[src/rtl/pausible_clock_arbiter.sv]
// Round-robin arbiter sharing one four-phase req/grant port of the pausible clock
// synchronizer among NUM_REQ requesters, with a per-grant hold limit.
module pausible_clock_arbiter #(
   parameter int NUM_REQ     = 4,
   parameter int MAX_HOLD    = 64,
   parameter int SYNC_STAGES = 2
) (
   input  logic                                             clock,
   input  logic                                             rst,
   input  logic [NUM_REQ-1:0]                               req_in,
   output logic [NUM_REQ-1:0]                               gnt_out,
   output logic [((NUM_REQ > 1) ? $clog2(NUM_REQ) : 1)-1:0] owner,
   output logic                                             pc_req,
   input  logic                                             pc_grant,
   output logic                                             busy,
   output logic                                             timeout
);

   localparam int OW = (NUM_REQ > 1) ? $clog2(NUM_REQ) : 1;
   localparam logic [15:0] HOLD_LAST = 16'(MAX_HOLD - 1);

   typedef enum logic [1:0] {S_IDLE, S_REQ, S_OWN, S_REL} state_t;

   state_t               state_reg, state_next;
   logic [SYNC_STAGES-1:0] sync_reg;
   logic                 gs;
   logic [NUM_REQ-1:0]   gnt_reg, gnt_next;
   logic [NUM_REQ-1:0]   mask_reg, mask_next, mask_set;
   logic [NUM_REQ-1:0]   elig;
   logic [OW-1:0]        owner_reg, owner_next;
   logic [OW-1:0]        ptr_reg, ptr_next;
   logic [OW-1:0]        pick;
   logic                 pick_valid;
   logic [OW-1:0]        rot_idx [NUM_REQ];
   logic                 pc_req_reg, pc_req_next;
   logic                 timeout_reg, timeout_next;
   logic [15:0]          hold_reg, hold_next;
   logic                 owner_req;

   always_ff @(posedge clock) begin
      if (rst) sync_reg <= '0;
      else     sync_reg <= {sync_reg[SYNC_STAGES-2:0], pc_grant};
   end

   assign gs        = sync_reg[SYNC_STAGES-1];
   assign elig      = req_in & ~mask_reg;
   assign owner_req = req_in[owner_reg];

   // rot_idx[gi] is the requester visited gi steps after ptr; mask bits drop with the request.
   genvar gi;
   generate
      for (gi = 0; gi < NUM_REQ; gi++) begin : g_req
         logic [OW:0] sum;
         assign sum         = {1'b0, ptr_reg} + (OW+1)'(gi);
         assign rot_idx[gi] = (sum >= (OW+1)'(NUM_REQ)) ? OW'(sum - (OW+1)'(NUM_REQ)) : sum[OW-1:0];
         assign mask_next[gi] = (mask_reg[gi] | mask_set[gi]) & req_in[gi];
      end
   endgenerate

   // Scanning from the far end lets the nearest eligible index win.
   always_comb begin
      pick       = '0;
      pick_valid = 1'b0;
      for (int k = NUM_REQ - 1; k >= 0; k--) begin
         if (elig[rot_idx[k]]) begin
            pick       = rot_idx[k];
            pick_valid = 1'b1;
         end
      end
   end

   always_comb begin
      state_next   = state_reg;
      gnt_next     = gnt_reg;
      owner_next   = owner_reg;
      ptr_next     = ptr_reg;
      pc_req_next  = pc_req_reg;
      timeout_next = 1'b0;
      hold_next    = hold_reg;
      mask_set     = '0;
      case (state_reg)
         S_IDLE: begin
            if (pick_valid && !gs) begin
               owner_next  = pick;
               pc_req_next = 1'b1;
               state_next  = S_REQ;
            end
         end
         S_REQ: begin
            // An abandoned request wins over a grant arriving in the same cycle.
            if (!owner_req) begin
               pc_req_next = 1'b0;
               state_next  = S_REL;
            end else if (gs) begin
               gnt_next            = '0;
               gnt_next[owner_reg] = 1'b1;
               hold_next           = '0;
               state_next          = S_OWN;
            end
         end
         S_OWN: begin
            hold_next = hold_reg + 16'd1;
            if (!owner_req) begin
               gnt_next    = '0;
               pc_req_next = 1'b0;
               state_next  = S_REL;
            end else if (hold_reg == HOLD_LAST) begin
               gnt_next            = '0;
               pc_req_next         = 1'b0;
               timeout_next        = 1'b1;
               mask_set[owner_reg] = 1'b1;
               state_next          = S_REL;
            end
         end
         S_REL: begin
            if (!gs) begin
               ptr_next   = (owner_reg == OW'(NUM_REQ - 1)) ? '0 : owner_reg + 1'b1;
               state_next = S_IDLE;
            end
         end
         default: state_next = S_IDLE;
      endcase
   end

   always_ff @(posedge clock) begin
      if (rst) begin
         state_reg   <= S_IDLE;
         gnt_reg     <= '0;
         mask_reg    <= '0;
         owner_reg   <= '0;
         ptr_reg     <= '0;
         pc_req_reg  <= 1'b0;
         timeout_reg <= 1'b0;
         hold_reg    <= '0;
      end else begin
         state_reg   <= state_next;
         gnt_reg     <= gnt_next;
         mask_reg    <= mask_next;
         owner_reg   <= owner_next;
         ptr_reg     <= ptr_next;
         pc_req_reg  <= pc_req_next;
         timeout_reg <= timeout_next;
         hold_reg    <= hold_next;
      end
   end

   assign gnt_out = gnt_reg;
   assign owner   = owner_reg;
   assign pc_req  = pc_req_reg;
   assign timeout = timeout_reg;
   assign busy    = (state_reg != S_IDLE);

endmodule

[config.mk]
export PLATFORM = sky130hd
export DESIGN_NAME = pausible_clock_arbiter
export DESIGN_NICKNAME = d
export VERILOG_FILES = /design/src/rtl/pausible_clock_arbiter.sv
export SDC_FILE = /design/constraint.sdc
export NUM_CORES = 1
export LEC_CHECK = 0
export CAP_MARGIN = 40
export CORE_MARGIN = 2
export CORE_UTILIZATION = 57
export DETAILED_ROUTE_END_ITERATION = 8
export GPL_TIMING_DRIVEN = 0
export PLACE_DENSITY = 0.83
export SLEW_MARGIN = 20
export SYNTH_ARGS = -nofsm -noshare
export SYNTH_HDL_FRONTEND = slang
export SYNTH_SLANG_ARGS = --single-unit
[constraint.sdc]
create_clock -name clock -period 2.6 [get_ports clock]
set_input_delay 0.52 -clock clock [delete_from_list [all_inputs] [get_ports clock]]
set_output_delay 0.52 -clock clock [all_outputs]
set_load 0.005 [all_outputs]
* After elaboration in Yosys (flattened, before gate mapping) *
Index checks and enable logic that the tools add are counted.

storage, ports and cells
  input bits = 7
  output and inout bits = 9
  bits in registers = 34

operators by class
  $lt $le $gt $ge = 10
  add/sub/neg operators = 9
  multiplexer cells = 49
  bitwise gates (word level) = 13
  eq/ne operators = 12
  reduce and logical (&&, ||, !) cells = 14

operators with widths
  cell                                                        count
  2-to-1 mux 16 bit                                           2
  one-hot mux 16 bit (2 select lines)                         1
  2-to-1 mux 2 bit                                            15
  2-to-1 mux 4 bit                                            7
  adder 16 x 1 -> 16 bit, second input constant               1
  == test 16 x 6 -> 1 bit, second input constant              1
  less-than comparator 2 x 3 -> 1 bit, second input constant  5
  2-to-1 mux 1 bit                                            15
  AND reduction 4 bit                                         3
  binary-select mux 1 bit (select 2 bit)                      5
  != test 2 bit, second input constant                        5
  greater-or-equal comparator 3 bit, second input constant    3
  one-hot mux 2 bit (4 select lines)                          1
  one-hot mux 4 bit (2 select lines)                          1
  subtractor 2 x 1 -> 2 bit, second input constant            4
  adder 2 x 2 -> 3 bit, second input constant                 2
  == test 2 bit, second input constant                        3
  != test 3 bit, second input constant                        2
  bitwise AND 1 bit                                           4
  bitwise AND 4 bit                                           1
  inverter 4 bit                                              1
  OR 1 bit                                                    4
  AND reduction 2 bit                                         2
  nonzero test 2 bit                                          2
  14 further kinds                                            17

* Longest topological paths before layout *
Gate-level depths: netlist (run 1).

  depth in word-level cells = 12
  mapped depth = 8
  mapped depth without buffers = 7

* Least setup slack after synthesis (run 1) *
OpenSTA, ideal clock, no wires.

  path type = reg2reg
  start = reg owner_reg[0] (netlist: owner[0])
  end = reg hold_reg[10]
  period minus slack after synthesis = 1872 ps
  required time = 2472 ps
  path slack = 728 ps
  buffers on the path = 1
  library setup time = 128 ps
  arrival = 1745 ps
  stages on the path, launching flop included = 7
  cells stage by stage = dfxtp_1 mux4_2 a31oi_4 buf_6 nor3_1 xnor2_1 nor2_1

between the ends
  word-level cells in the longest chain between the ends = 4

RTL lines
  what                                    RTL line  RTL
  from (decl)                             30        logic [OW-1:0] owner_reg, owner_next;
  from (signal assigned)                  139       owner_reg <= owner_next;
  binary-select mux 1 bit (select 2 bit)  47        assign owner_req = req_in[owner_reg];
  2-to-1 mux 1 bit (implied by the code)  47
  != test 2 bit (no line)                 -
  AND reduction 3 bit (no line)           -
  to (signal assigned)                    143       hold_reg <= hold_next;
  to (decl)                               37        logic [15:0] hold_reg, hold_next;

No other way between the ends. The select of a mux whose other input is x is not followed.
A chain may end at the register's enable or synchronous reset.

* Worst setup path after layout (run 1) *
  start = reg state_reg[0]
  end = out busy

between the ends
  word-level cells in the longest chain between the ends = 1

RTL lines
  what                    RTL line  RTL
  from (decl)             24        state_t state_reg, state_next;
  from (signal assigned)  136       state_reg <= state_next;
  nonzero test 2 bit      151       assign busy = (state_reg != S_IDLE);
  to (decl)               15        output logic busy,

No other way between the ends.

==> reports/results.txt, run 1 <==
status: finished, final reports clean
crit path kind: reg -> out
Mapped Cells: 203
number of flip-flops in the largest register: 16
DP Wirelength: 2.557 mm
Clk Tree Root Cell: clkbuf_4
clock sink count: 34
drt pass-1 iters: 4
Syn Std Cell Area: 1829 um^2
area of the multi-input gates: 1096 um^2
met3 layer usage reported by global route: 7.249%
Inserted Clock Buffers: 5
Remaining Overflow, GRT: 0
vias in the first global route: 1377
CP Data Required Time: 2080 ps
EDFF count, synth: 0
# hold bufs at CTS: 0
worst-path fanout max: 5
highest clock rate: 0.4528 GHz
Period Utilization, post-route: 84.93%
Die Area: 3678 um^2
CP Data Arrival Time: 1690 ps
PD cells: 610.3 nW/um^2
Avg Vias per Cell: 5.560
Hold Crit Depth: 1
Seq/Total Area, Yosys: 37.21%
H-tree Lvls: 2
P_leak: 0.7400 nW
Filler Cell Count: 251
Synth Warn #: 0
RSZ-0062 raised after global routing: false
Hold Crit Class: reg -> reg
CTS-repair resized insts: 0
routed wire length per instance: 13.57 um
core area: 3053 um^2
Final #Nets: 243
Longest Clk Path Bufs: 2
CTS clk-pin slew, worst paths: 90 ps
antenna violations before repair: 0
DIE HEIGHT: 60.65 um
Worst Reg-to-Reg Cells: 6
Initial Utilization: 59.92%
CP endpoint kind: primary output
minimum clock period: 2208 ps
placer's final routability congestion estimate: 0.8640
synth-to-layout area growth: 14.02%
# setup viols final: 0
gr usage total: 22.46%
GRT met1 Usage: 30.57%
FF+latch area: 680.7 um^2
mean post-synth cell area: 9.011 um^2
CP startpoint kind: register
count of cell types in the netlist: 40
max-slew violations: 0
final setup TNS: 0 ps
ys flop type: dfxtp_1
Die Wd: 60.65 um
Cell Rows: 20
most utilized layer in the global route result: met2
Iteration-0 DRC Markers: 53
Peak VDD IR: 401.9 uV
Routed Antenna Nets: 0
Remaining DRCs: 0
Synth Net Count: 221
final hold vios: 0
via count: 1490
layout cell share with drive strength beyond 1: 6.696%
max cap viols: 0
n_diodes: 0
overall power: 1.273 mW
Post-CTS Setup Bufs: 0
met2 usage: 33.64%
worst relative slew slack: 60.79%
post-synthesis register bit count: 34
ys async rst share: 0%
CTS tree: built
Port Buffers: 15
clock insertion delay at the later pin of the skew report: 340 ps
pin count of the biggest net entering global routing: 11
first-pass GRT wire length: 6.147 mm
worst slew pin tran: 586.9 ps
io pins: 16
drt total wl: 3.637 mm
clk_skew: 10.37 ps
-- where the power goes --
group	internal (mW)	switching, mW	leakage [nW]	total, mW
clock network	0.122	0.164	0.0302	0.286
registers	0.556	0.0405	0.275	0.597
logic	0.182	0.209	0.434	0.391
-- path summary, 6_finish.rpt --
path / from / endpoint / slack, ps
worst max-delay path: state_reg[0]$_SDFFE_PP0P_ / busy / 390
worst min-delay path: sync_reg[0]$_SDFF_PP0_ / sync_reg[1]$_SDFF_PP0_ / 440
worst max register to register: owner[0]$_SDFFE_PP0P_ / hold_reg[5]$_SDFFE_PP0P_ / 510
worst min register to register: sync_reg[0]$_SDFF_PP0_ / sync_reg[1]$_SDFF_PP0_ / 440
-- synthesized netlist by cell type, types with 2 or more instances --
cell type  instances  share of area, %
nor4_1             4               1.4
mux2i_1            4               2.2
ha_1              11               7.5
xor2_1             3               1.4
a21oi_1           18               4.9
nor4_4             2               2.3
nand3_1            9               2.5
o22ai_1            2              0.68
dfxtp_1           34                37
nor2b_1           14               4.8
inv_1              7               1.4
xnor2_1           11               5.3
nor2_1            19               3.9
nand4_1            5               1.7
and4_1             2              0.96
nor3b_1            3               1.2
nand2_1           12               2.5
nor3_1             5               1.4
nor4b_1            2              0.96
a41o_1             2               1.1
clkbuf_1           4              0.82
nand2b_1          11               3.8
o21ai_0            2              0.55
-- metrics by stage --
stage / setup WS [ps] / util [%] / cell area (um^2) / instances / hold WS (ps)
2_1_floorplan: 727.7 / - / 1829 / 203 / 413.8
3_3_place_gp: 79.00 / 66.64 / 2034 / 262 / 416.4
3_5_place_dp: 77.62 / 66.64 / 2034 / 262 / 428.3
4_1_cts: 378.6 / 68.32 / 2086 / 268 / 450.3
5_1_grt: 281.8 / 68.32 / 2086 / 268 / 458.7
6_report: 391.7 / 68.32 / 2086 / 268 / 441.8
-- critical path, stage by stage, from the launching register on --
cell and delay (ps):
dfxtp_1 420, inv_1 130, ha_1 240, inv_1 70
clkdlybuf4s50_1 500
-- per-layer routing --
metal  vias to the layer above  wire length (um)
met5                         -                 0
met4                         0                50
met3                         7               177
met2                        39              1672
met1                       685              1736
li1                        759                 -
-- cell type report --
cell class,instances,area share (%)
Sequential cell,34,32.63
Inverter,7,1.260
Clock buffer,6,2.460
Tap cell,44,2.639
Timing Repair Buffer,15,7.199
Multi-Input combinational cell,157,52.55
Buffer,5,1.260
-- placed cells by master (no fill, tap or decap), types with 4 or more instances in the layout --
master	Yosys	layout
ha_1	11	11
nand3_1	9	9
mux2i_1	4	4
inv_1	7	7
nand2b_1	11	11
a21oi_1	18	18
clkbuf_4	0	5
nand2_1	12	12
nand4_1	5	5
nor4_1	4	4
xnor2_1	11	11
nor3_1	5	5
nor2b_1	14	14
clkdlybuf4s50_1	0	15
clkbuf_1	4	4
nor2_1	19	19
dfxtp_1	34	34
-- kinds of logic (layout without fill, tap and decap cells) --
| family | after synthesis | after routing | share of synthesized area (%) |
|---|---|---|---|
| and+or+nand+nor | 91 | 91 | 28.39 |
| AOI/OAI and AO/OA | 35 | 35 | 13.27 |
| DFF | 34 | 34 | 37.21 |
| xor gates and xnor gates | 14 | 14 | 6.703 |
| buffers and inverters | 12 | 33 | 2.873 |
| adders and majority gates | 11 | 11 | 7.524 |
| muxes | 6 | 6 | 4.036 |
Note: power is estimated with default switching activity, not from simulation.
==> run 2, diff against run 1 <==
- clock period: 2.6 -> 2.2 ns (I/O delays scaled with it)
==> reports/results.txt, run 2 (synthesized netlist as in run 1, its figures left out) <==
status: finished, final reports clean
CP endpoint kind: register
clock sink count: 34
FF+latch area: 683.2 um^2
Initial Utilization: 59.92%
Peak VDD IR: 482.8 uV
Reg2Reg Setup Slack: 120 ps
synth-to-layout area growth: 14.77%
CTS clk-pin slew, worst paths: 90 ps
worst-path fanout max: 10
critical path, cell by cell: clkdlybuf4s50_1, mux4_2, a31oi_4, buf_6, nor3_1, xnor2_1, nor2_1
CTS-repair resized insts: 0
# hold bufs at CTS: 0
RSZ-0062 raised after global routing: false
commonest cells after routing, fill and taps aside: dfxtp_1 (32), nor2_1 (19), a21oi_1 (17), clkdlybuf4s50_1 (15), nor2b_1 (13)
DP Wirelength: 2.557 mm
number of flip-flops in the largest register: 16
Die Wd: 60.65 um
# setup viols final: 0
Layout Utilization: 68.77%
Avg Vias per Cell: 5.597
Place WS: -242.4 ps
placer's final routability congestion estimate: 0.8640
clock insertion delay at the later pin of the skew report: 340 ps
n_diodes: 0
H-tree Lvls: 2
area of the multi-input gates: 1107 um^2
io pins: 16
Remaining DRCs: 0
CP Data Arrival Time: 2330 ps
worst relative slew slack: 69.31%
first-pass GRT wire length: 6.147 mm
Psw: 0.4935 mW
Clk Tree Root Cell: clkbuf_4
max-slew violations: 0
Hold WS: 441.8 ps
highest clock rate: 0.4740 GHz
Remaining Overflow, GRT: 0
Final #Nets: 243
Worst Path Buf+Inv: 2
Sequential Power Share: 46.8%
Inserted Clock Buffers: 5
worst stage delay on the critical path: 590 ps
Port Buffers: 15
Cell Rows: 20
CTS tree: built
P_int: 1.022 mW
Final WS setup: 90.09 ps
via count: 1500
critical path's top delay family: buffers and inverters
Comb power frac: 31.0%
Iteration-0 DRC Markers: 60
layout cell share with drive strength beyond 1: 8.929%
DIE HEIGHT: 60.65 um
P_leak: 0.7405 nW
drt pass-1 iters: 4
clk_skew: 10.55 ps
gr usage total: 22.46%
vias in the first global route: 1377
Longest Clk Path Bufs: 2
Post-CTS Setup Bufs: 0
Die Area: 3678 um^2
core area: 3053 um^2
final setup TNS: 0 ps
PD cells: 721.7 nW/um^2
minimum clock period: 2110 ps
antenna violations before repair: 0
Clock power frac: 22.3%
Filler Cell Count: 249
routed wire length per instance: 13.80 um
leading cell type in the layout, fill and taps excluded: dfxtp_1
Period Utilization, post-route: 95.91%
worst slew pin tran: 460.4 ps
Hold Crit Class: reg -> reg
pin count of the biggest net entering global routing: 11
drt total wl: 3.699 mm
crit path kind: in -> reg
Crit-path slowest cell: mux4_2
final hold vios: 0
switching share of power: 32.57%
max cap viols: 0
CP startpoint kind: primary input
CP Data Required Time: 2420 ps
Routed Antenna Nets: 0
run 2: power by group through the flow:
stage / clock network [mW] / logic (mW) / registers (mW)
after floorplan: 0 / 0.309 / 0.712
after global placement: 0 / 0.447 / 0.719
after detailed placement: 0 / 0.453 / 0.721
after CTS: 0.352 / 0.458 / 0.706
after global routing: 0.370 / 0.518 / 0.717
final: 0.337 / 0.469 / 0.709
run 2: metal layers:
| metal | up-vias | track usage [%] | part of all wire, % |
|---|---|---|---|
| met1 | 697 | 30.57 | 48 |
| li1 | 763 | - | - |
| met4 | 0 | 7.764 | 1.2 |
| met3 | 5 | 7.249 | 4.9 |
| met2 | 35 | 33.64 | 46 |
| met5 | - | 0 | 0 |
run 2: final timing paths:
path	from	endpoint	depth (start not counted)
setup reg to reg	hold_reg[0]$_SDFFE_PP0P_	state_reg[1]$_SDFFE_PP0P_	6
hold / removal	sync_reg[0]$_SDFF_PP0_	sync_reg[1]$_SDFF_PP0_	1
setup / recovery	req_in[3]	hold_reg[5]$_SDFFE_PP0P_	7
hold reg to reg	sync_reg[0]$_SDFF_PP0_	sync_reg[1]$_SDFF_PP0_	1
run 2: worst reg2reg max path: stages, from the launching register on:
cell	delay (ps)
dfxtp_1	380
ha_1	310
nor3b_1	230
nand4_1	250
a22oi_1	410
o211a_1	250
mux2i_1	180
run 2: final cells by class:
class                   count  area share (%)
repair buffers             15           7.151
flip-flops and latches     34           32.54
plain buffers               5           1.251
inverters                   7           1.251
well taps                  44           2.622
multi-input cells         157           52.74
clock buffers               6           2.443
run 2: per-stage QoR:
stage / total power [mW] / instances / instance area [um^2]
floorplan: 1.021 / 203 / 1829
global placement: 1.167 / 262 / 2034
detailed placement: 1.174 / 262 / 2034
CTS: 1.516 / 268 / 2086
global route: 1.605 / 268 / 2100
finish: 1.515 / 268 / 2100
